### src/rtl/spwm_dt_modulator.sv
// -----------------------------------------------------------------------------
// spwm_dt_modulator
// Three-phase sine-triangle PWM stage with complementary gate pairs,
// programmable dead time and a latched fault shutdown.
//
// Ports
//   clk        system clock
//   rst        asynchronous reset, active high
//   en         carrier step strobe (one clk wide)
//   ref_a/b/c  signed phase references, latched at each carrier reversal
//   fault      external trip, level sensitive
//   fault_clr  clears the latched fault (ignored while fault=1)
//   gate_hi    registered high-side drives {C,B,A}
//   gate_lo    registered low-side drives {C,B,A}
//   carrier    current triangular carrier value, signed
//   sync_pk    one-clk pulse on the edge where the carrier reverses
//   fault_lat  latched fault status
// -----------------------------------------------------------------------------
module spwm_dt_modulator #(
    parameter int W       = 12,
    parameter int CNT_MAX = 2047,
    parameter int DEAD    = 8,
    parameter int DT_W    = 4
) (
    input  logic                clk,
    input  logic                rst,
    input  logic                en,
    input  logic signed [W-1:0] ref_a,
    input  logic signed [W-1:0] ref_b,
    input  logic signed [W-1:0] ref_c,
    input  logic                fault,
    input  logic                fault_clr,
    output logic [2:0]          gate_hi,
    output logic [2:0]          gate_lo,
    output logic signed [W-1:0] carrier,
    output logic                sync_pk,
    output logic                fault_lat
);

    typedef enum logic [1:0] {
        LO_ON = 2'd0,
        DT_HI = 2'd1,
        HI_ON = 2'd2,
        DT_LO = 2'd3
    } phase_state_e;

    localparam logic signed [W-1:0] CAR_TOP = W'(CNT_MAX);
    localparam logic signed [W-1:0] CAR_BOT = W'(-CNT_MAX);
    localparam logic signed [W-1:0] CAR_ONE = W'(1);
    localparam logic [DT_W-1:0]     DT_LOAD = DT_W'(DEAD);
    localparam logic [DT_W-1:0]     DT_ONE  = DT_W'(1);

    logic signed [W-1:0] carrier_q;
    logic signed [W-1:0] carrier_d;
    logic                dir_up_q;
    logic                dir_up_d;
    logic                sync_q;
    logic                sync_d;
    logic signed [W-1:0] ref_in_s  [3];
    logic signed [W-1:0] ref_lat_q [3];
    logic signed [W-1:0] ref_lat_d [3];
    logic                fault_lat_q;
    logic                fault_lat_d;
    logic [2:0]          dem_s;
    phase_state_e        state_q   [3];
    phase_state_e        state_d   [3];
    logic [DT_W-1:0]     dt_cnt_q  [3];
    logic [DT_W-1:0]     dt_cnt_d  [3];
    logic [2:0]          gate_hi_d;
    logic [2:0]          gate_lo_d;
    logic [2:0]          gate_hi_q;
    logic [2:0]          gate_lo_q;

    assign ref_in_s[0] = ref_a;
    assign ref_in_s[1] = ref_b;
    assign ref_in_s[2] = ref_c;

    // Carrier up/down stepping, reversal pulse and double-update reference latch
    always_comb begin
        carrier_d = carrier_q;
        dir_up_d  = dir_up_q;
        sync_d    = 1'b0;
        if (en) begin
            if (dir_up_q) begin
                if (carrier_q == CAR_TOP) begin
                    carrier_d = CAR_TOP - CAR_ONE;
                    dir_up_d  = 1'b0;
                    sync_d    = 1'b1;
                end else begin
                    carrier_d = carrier_q + CAR_ONE;
                end
            end else begin
                if (carrier_q == CAR_BOT) begin
                    carrier_d = CAR_BOT + CAR_ONE;
                    dir_up_d  = 1'b1;
                    sync_d    = 1'b1;
                end else begin
                    carrier_d = carrier_q - CAR_ONE;
                end
            end
        end else begin
            carrier_d = carrier_q;
        end
        // References only change at a reversal so mid-update skew never reaches the compare
        for (int p = 0; p < 3; p++) begin
            if (sync_d) begin
                ref_lat_d[p] = ref_in_s[p];
            end else begin
                ref_lat_d[p] = ref_lat_q[p];
            end
        end
    end

    // Fault latch: a live trip always beats a clear request
    always_comb begin
        if (fault) begin
            fault_lat_d = 1'b1;
        end else if (fault_clr) begin
            fault_lat_d = 1'b0;
        end else begin
            fault_lat_d = fault_lat_q;
        end
    end

    // Demand per phase: strictly greater, equality keeps the low side on
    always_comb begin
        for (int p = 0; p < 3; p++) begin
            dem_s[p] = (ref_lat_q[p] > carrier_q);
        end
    end

    // Per-phase next state; the dead-time counter is never reloaded mid-countdown
    always_comb begin
        for (int p = 0; p < 3; p++) begin
            state_d[p]  = state_q[p];
            dt_cnt_d[p] = dt_cnt_q[p];
            // The clear edge itself still holds, so the full countdown follows it
            if (fault || fault_lat_q) begin
                state_d[p]  = DT_LO;
                dt_cnt_d[p] = DT_LOAD;
            end else begin
                case (state_q[p])
                    LO_ON: begin
                        if (dem_s[p]) begin
                            state_d[p]  = DT_HI;
                            dt_cnt_d[p] = DT_LOAD;
                        end else begin
                            state_d[p]  = LO_ON;
                        end
                    end
                    HI_ON: begin
                        if (!dem_s[p]) begin
                            state_d[p]  = DT_LO;
                            dt_cnt_d[p] = DT_LOAD;
                        end else begin
                            state_d[p]  = HI_ON;
                        end
                    end
                    DT_HI, DT_LO: begin
                        dt_cnt_d[p] = dt_cnt_q[p] - DT_ONE;
                        // '<=' rather than '==' so a corrupted zero count still expires
                        if (dt_cnt_q[p] <= DT_ONE) begin
                            if (dem_s[p]) begin
                                state_d[p] = HI_ON;
                            end else begin
                                state_d[p] = LO_ON;
                            end
                        end else begin
                            state_d[p] = state_q[p];
                        end
                    end
                    default: begin
                        state_d[p]  = DT_LO;
                        dt_cnt_d[p] = DT_LOAD;
                    end
                endcase
            end
        end
    end

    // Gate decode from the next state: hi and lo are exclusive by construction
    always_comb begin
        for (int p = 0; p < 3; p++) begin
            gate_hi_d[p] = (state_d[p] == HI_ON);
            gate_lo_d[p] = (state_d[p] == LO_ON);
        end
    end

    // All state and output registers
    always_ff @(posedge clk or posedge rst) begin
        if (rst) begin
            carrier_q   <= CAR_BOT;
            dir_up_q    <= 1'b1;
            sync_q      <= 1'b0;
            fault_lat_q <= 1'b0;
            gate_hi_q   <= 3'b000;
            gate_lo_q   <= 3'b000;
            for (int p = 0; p < 3; p++) begin
                ref_lat_q[p] <= '0;
                state_q[p]   <= DT_LO;
                dt_cnt_q[p]  <= DT_LOAD;
            end
        end else begin
            carrier_q   <= carrier_d;
            dir_up_q    <= dir_up_d;
            sync_q      <= sync_d;
            fault_lat_q <= fault_lat_d;
            gate_hi_q   <= gate_hi_d;
            gate_lo_q   <= gate_lo_d;
            for (int p = 0; p < 3; p++) begin
                ref_lat_q[p] <= ref_lat_d[p];
                state_q[p]   <= state_d[p];
                dt_cnt_q[p]  <= dt_cnt_d[p];
            end
        end
    end

    assign gate_hi   = gate_hi_q;
    assign gate_lo   = gate_lo_q;
    assign carrier   = carrier_q;
    assign sync_pk   = sync_q;
    assign fault_lat = fault_lat_q;

endmodule
### config.mk
export PLATFORM = sky130hd
export DESIGN_NAME = spwm_dt_modulator
export DESIGN_NICKNAME = d
export VERILOG_FILES = /design/src/rtl/spwm_dt_modulator.sv
export SDC_FILE = /design/constraint.sdc
export NUM_CORES = 1
export LEC_CHECK = 0
export CAP_MARGIN = 20
export CORE_MARGIN = 10
export CORE_UTILIZATION = 51
export DETAILED_ROUTE_END_ITERATION = 6
export GPL_TIMING_DRIVEN = 0
export PLACE_DENSITY = 0.89
export SYNTH_ARGS = -nofsm -noshare
export SYNTH_HDL_FRONTEND = slang
export SYNTH_SLANG_ARGS = --single-unit
### constraint.sdc
create_clock -name clk -period 2.83 [get_ports clk]
set_clock_uncertainty 0.2 [all_clocks]
set_input_delay 0.566 -clock clk [delete_from_list [all_inputs] [get_ports clk]]
set_output_delay 0.566 -clock clk [all_outputs]
set_load 0.005 [all_outputs]
## Yosys cells after proc, flatten, opt, wreduce, memory -nomap -nowiden

Cells that the tools add are included.

| operators by class | value |
|---|---|
| multiplexer cells | 41 |
| order comparisons | 6 |
| reduce and logical (&&, ||, !) cells | 14 |
| equality and inequality tests | 20 |
| add/sub/neg operators | 5 |

Operators with widths:

| operator | number |
|---|---|
| > comparator 12 bit | 3 |
| two-way mux 12 bit | 3 |
| two-way mux 4 bit | 9 |
| case mux 4 bit (3 select lines) | 3 |
| equality test 12 bit, second input constant | 2 |
| equality test 2 bit, second input constant | 9 |
| two-way mux 2 bit | 9 |
| != test 3 bit, second input constant | 6 |
| case mux 2 bit (3 select lines) | 3 |
| two-way mux 1 bit | 14 |
| adder 12 x 2 -> 12 bit, second input constant | 1 |
| <= comparator 4 x 1 -> 1 bit, second input constant | 3 |
| logical NOT 2 bit | 6 |
| subtractor 12 x 2 -> 12 bit, second input constant | 1 |
| subtractor 4 x 1 -> 4 bit, second input constant | 3 |
| equality test 2 x 1 -> 1 bit, second input constant | 3 |
| AND reduction 2 bit | 3 |
| OR reduction 2 bit | 3 |
| nonzero test 2 bit | 1 |
| logical OR 1 bit | 1 |

| word-level totals | value |
|---|---|
| bits in registers | 75 |
| output and inout bits | 20 |

## Longest topological paths before layout

| logic depth | value |
|---|---|
| depth after elaboration | 6 |
| mapped depth | 10 |

## Least setup slack after synthesis

OpenSTA, ideal clock, no wires.

| timing path | value |
|---|---|
| kind | reg2reg |
| start | reg carrier_q[11], in the netlist carrier[11] |
| end | reg dt_cnt_q[11] (netlist bit) |
| buffers on the path | 1 |
| slack | -0.162 ns |
| arrival | 2.699 ns |
| setup time | 0.093 ns |
| stages on the path, launching flop included | 11 |
| data required time | 2.537 ns |
| cells stage by stage | dfstp_2 -> inv_1 -> ha_1 -> and4_1 -> nand4_1 -> a21oi_1 -> a2111oi_4 -> mux2_4 -> buf_6 -> a2111oi_2 -> o21ai_1 |

| between the ends | value |
|---|---|
| cells in the longest elaborated chain, start to end | 3 |
| elaborated cells on any way between the ends | 4 |
| those cells by class | order compare (1); eq/ne (2); reduce/logical (1) |

Ends and longest elaborated chain:

| what | RTL line | source |
|---|---|---|
| start, declared | 53 | `logic signed [W-1:0] carrier_q;` |
| start signal, assigned | 204 | `carrier_q <= carrier_d;` |
| > comparator 12 bit * | 128 | `dem_s[p] = (ref_lat_q[p] > carrier_q);` |
| != test 3 bit (no source line) | -- |  |
| AND reduction 2 bit (no source line) * | -- |  |
| end signal, assigned by index | 213 | `dt_cnt_q[p] <= dt_cnt_d[p];` |
| end, declared | 67 | `logic [DT_W-1:0] dt_cnt_q [3];` |

Every way passes the cells marked *; elsewhere a longest branch is shown, timed or not.
A chain may end at the register's enable or synchronous reset.

## Worst setup path after layout

| timing path | value |
|---|---|
| start | reg carrier_q[4], in the netlist carrier[4] |
| end | reg dt_cnt_q[8] (netlist bit) |

The elaborated chain is that of the path after synthesis.

==> out/qor.csv <==
metric,value,unit
status,finished with violations,
"leading cell type in the layout, fill and taps excluded",clkdlybuf4s50_1,
CP Data Required Time,2.88,ns
Synth Flop Type,dfrtp_1,
Critical Path Stages,10,
failing checks,negative setup slack,
final worst path period share,103,%
Die X-Extent,117,um
adder-cell share of the synthesized area,11.7,%
crit-path max FO,2,
"commonest cells after routing, fill and taps aside","clkdlybuf4s50_1, dfrtp_1, ha_1, a21oi_1, mux2_4",
clock latency on the worst-skew pair,0.37,ns
Pre-Repair DR Iteration Count,6,
compound-cell area share of the yosys netlist,17.2,%
layout cells sized above 1,22.9,%
aggregate routed wire length,13.3,mm
Non-Filler Instances,669,
Final Slew Violations,0,
CTS tree,done,
Hold Buf Count CTS,0,
Worst Setup End Kind,flop,
clk buf depth,2,
XOR/XNOR Fraction of Synth Area,0.728,%
first-pass GRT wire length,21.2,mm
core box area,9200,um^2
All-Layer GR Usage,19.7,%
slack of the critical path,-0.0781,ns
kind of critical path,reg2reg,
P&R area growth vs syn,27.2,%
Placed Instances,638,
dpl hpwl,9.09,mm
vias per cell,6.11,
Leak Pwr,2.68,nW
footprint of the multi-input gates,2850,um^2
ANT nets after route,0,
initial antenna violation count,0,
clock slew at reported path FFs,0.09,ns
H-tree depth reported by CTS,3,
simple-gate area share of the yosys netlist,14.6,%
die area,13700,um^2
Final nets,639,
length in cells of the worst reg-to-reg path,10,
post-synthesis sequential area ratio,39.3,%
fmax,344,MHz
CP max stage cell,dfrtp_1,
final worst path period need,2.91,ns
Async SR Flop Fraction,100,%
Overflow after GRT,0,
post-synthesis mux area share,11.7,%
Yosys top cell by area,dfrtp_1,
routed len/inst,19.9,um
ANT cells,0,
Mapped Area,4810,um^2
CTS Buf Count,9,
number of flops mapped to enable cells by yosys,0,
placed inst area,5630,um^2
number of DRC markers in iteration 0,288,
Crit path max-delay family,compound AO/OA/AOI/OAI gates,
clk sinks,75,
number of global-route vias before repair,4286,
largest family of logic cells by synthesized area,compound AO/OA/AOI/OAI gates,
GPL Wtd Cong,0.908,
CP Launch Type,flop,
Syn Nets,553,
num rows,35,
CTS Root Cell,clkbuf_8,
largest cells by area after synthesis,"dfrtp_1, ha_1, mux2_4",
PwrDens,960,nW/um^2
drt drc,0,
cell area after layout,6120,um^2
syn avg cell area,10.3,um^2
Max Cap Viol,0,
RSZ-0062 raised after global routing,true,
register area,1900,um^2
Post-Synthesis Cells,467,
largest net degree at the start of global routing,60,
CP peak stage delay,0.36,ns
synth warn,0,
Final Hold Vio Count,0,
Filler Cells Inserted,696,
max_slew headroom,45.4,%
critical path cell sequence,buf_6 -> clkinvlp_4 -> ha_4 -> a21o_1 -> a221o_1 -> a2111oi_4 -> mux2_4 -> buf_4 -> and3_4 -> a311o_1,
Synth Register Bits,75,
worst path arrival time,2.95,ns
worst slew pin tran,0.812,ns
final setup fails,3,
post-synth cell types,61,
Bufs and invs on worst path,3,
maximum VDD drop,0.528,mV
Ports,61,
min-delay worst type,in2async,
buffers added on ports,59,
Vias,4088,
chip height,117,um
top cell type's share of synthesized area,32.8,%
Starting Density,52.3,%
[cells by family after synthesis]
logic type,Yosys count
buf+inv,50
mux,40
compound gates,125
simple gates,128
fa+ha+maj,45
flops,75
xor+xnor,4
[state kept, by name (all words and copies together) (netlist names)]
register	cells
ref_lat_q	36
carrier	12
dt_cnt_q	12
state_q	6
gate_hi	3
gate_lo	3
dir_up_q	1
fault_lat	1
sync_pk	1
[final timing paths]
path                                           from  slack, ns                   endpoint
max                          carrier[4]$_DFFE_PP0P_      -0.08    dt_cnt_q[8]$_DFFE_PP0P_
min                                             rst       0.27  ref_lat_q[10]$_DFFE_PP0P_
max reg2reg                  carrier[4]$_DFFE_PP0P_      -0.08    dt_cnt_q[8]$_DFFE_PP0P_
min reg2reg                ref_lat_q[9]$_DFFE_PP0P_       0.31   ref_lat_q[9]$_DFFE_PP0P_
max in group asynchronous                       rst       1.54     carrier[0]$_DFFE_PP1P_
min in group clk           ref_lat_q[9]$_DFFE_PP0P_       0.31   ref_lat_q[9]$_DFFE_PP0P_
[area by class of cell]
cell class              count  share of cell area [%]
inverters                  27                    2.03
repair buffers             75                    11.9
multi-input cells         342                    46.6
clock inverters             4                    1.60
clock buffers              12                    2.37
plain buffers              23                    2.17
well taps                 111                    2.27
flip-flops and latches     75                    31.1
[routing by layer]
layer / track usage (%) / part of all wire, % / vias up
li1: - / - / 1912
met1: 24.3 / 42 / 1976
met2: 32.7 / 49 / 174
met3: 3.57 / 6.8 / 26
met4: 9.06 / 2.2 / 0
met5: 0 / 0 / -
[synth_stat cells, types with 4 or more instances]
master / n
a211oi_1: 6
a21o_1: 10
a21oi_1: 34
and3_1: 4
buf_2: 4
buf_6: 4
clkbuf_1: 12
dfrtp_1: 63
dfstp_2: 12
ha_1: 45
inv_1: 25
mux2_1: 7
mux2_4: 30
nand2_1: 27
nand2b_1: 9
nand3_1: 10
nand4_1: 13
nor2_1: 20
nor2b_1: 4
nor3_1: 11
nor3b_1: 4
nor4_1: 7
o211ai_1: 14
o21ai_0: 15
o21ai_1: 12
o22ai_1: 6
o31ai_1: 6
[repair_timing]
action                                  4_1_cts  5_1_grt
endpoints found under the setup margin       41       44
pin swaps                                     5        6
setup buffers                                13        2
hold endpoints to repair                      0        0
resized for setup                            13       21
[through the flow]
| stage | TNS [ns] | utilization, % | total power [mW] | hold WS (ns) | setup slack (ns) |
|---|---|---|---|---|---|
| floorplan | 0 | - | 3.63 | 0.264 | 0.00782 |
| global placement | -69.85 | 60.8 | 4.27 | 0.282 | -1.25 |
| detailed placement | -2.18 | 61.2 | 4.44 | 0.289 | -0.273 |
| CTS | -0.103 | 65.2 | 5.68 | 0.289 | -0.0509 |
| global route | -0.300 | 66.5 | 6.29 | 0.310 | -0.127 |
| finish | -0.145 | 66.5 | 5.87 | 0.275 | -0.0781 |
[where the power goes]
group          switching (mW)  total [mW]  internal [mW]
clock network           0.422        1.03          0.611
registers               0.320        1.76           1.44
logic                    1.55        3.08           1.53
total                    2.29        5.87           3.58
(Power assumes the default switching activity.)
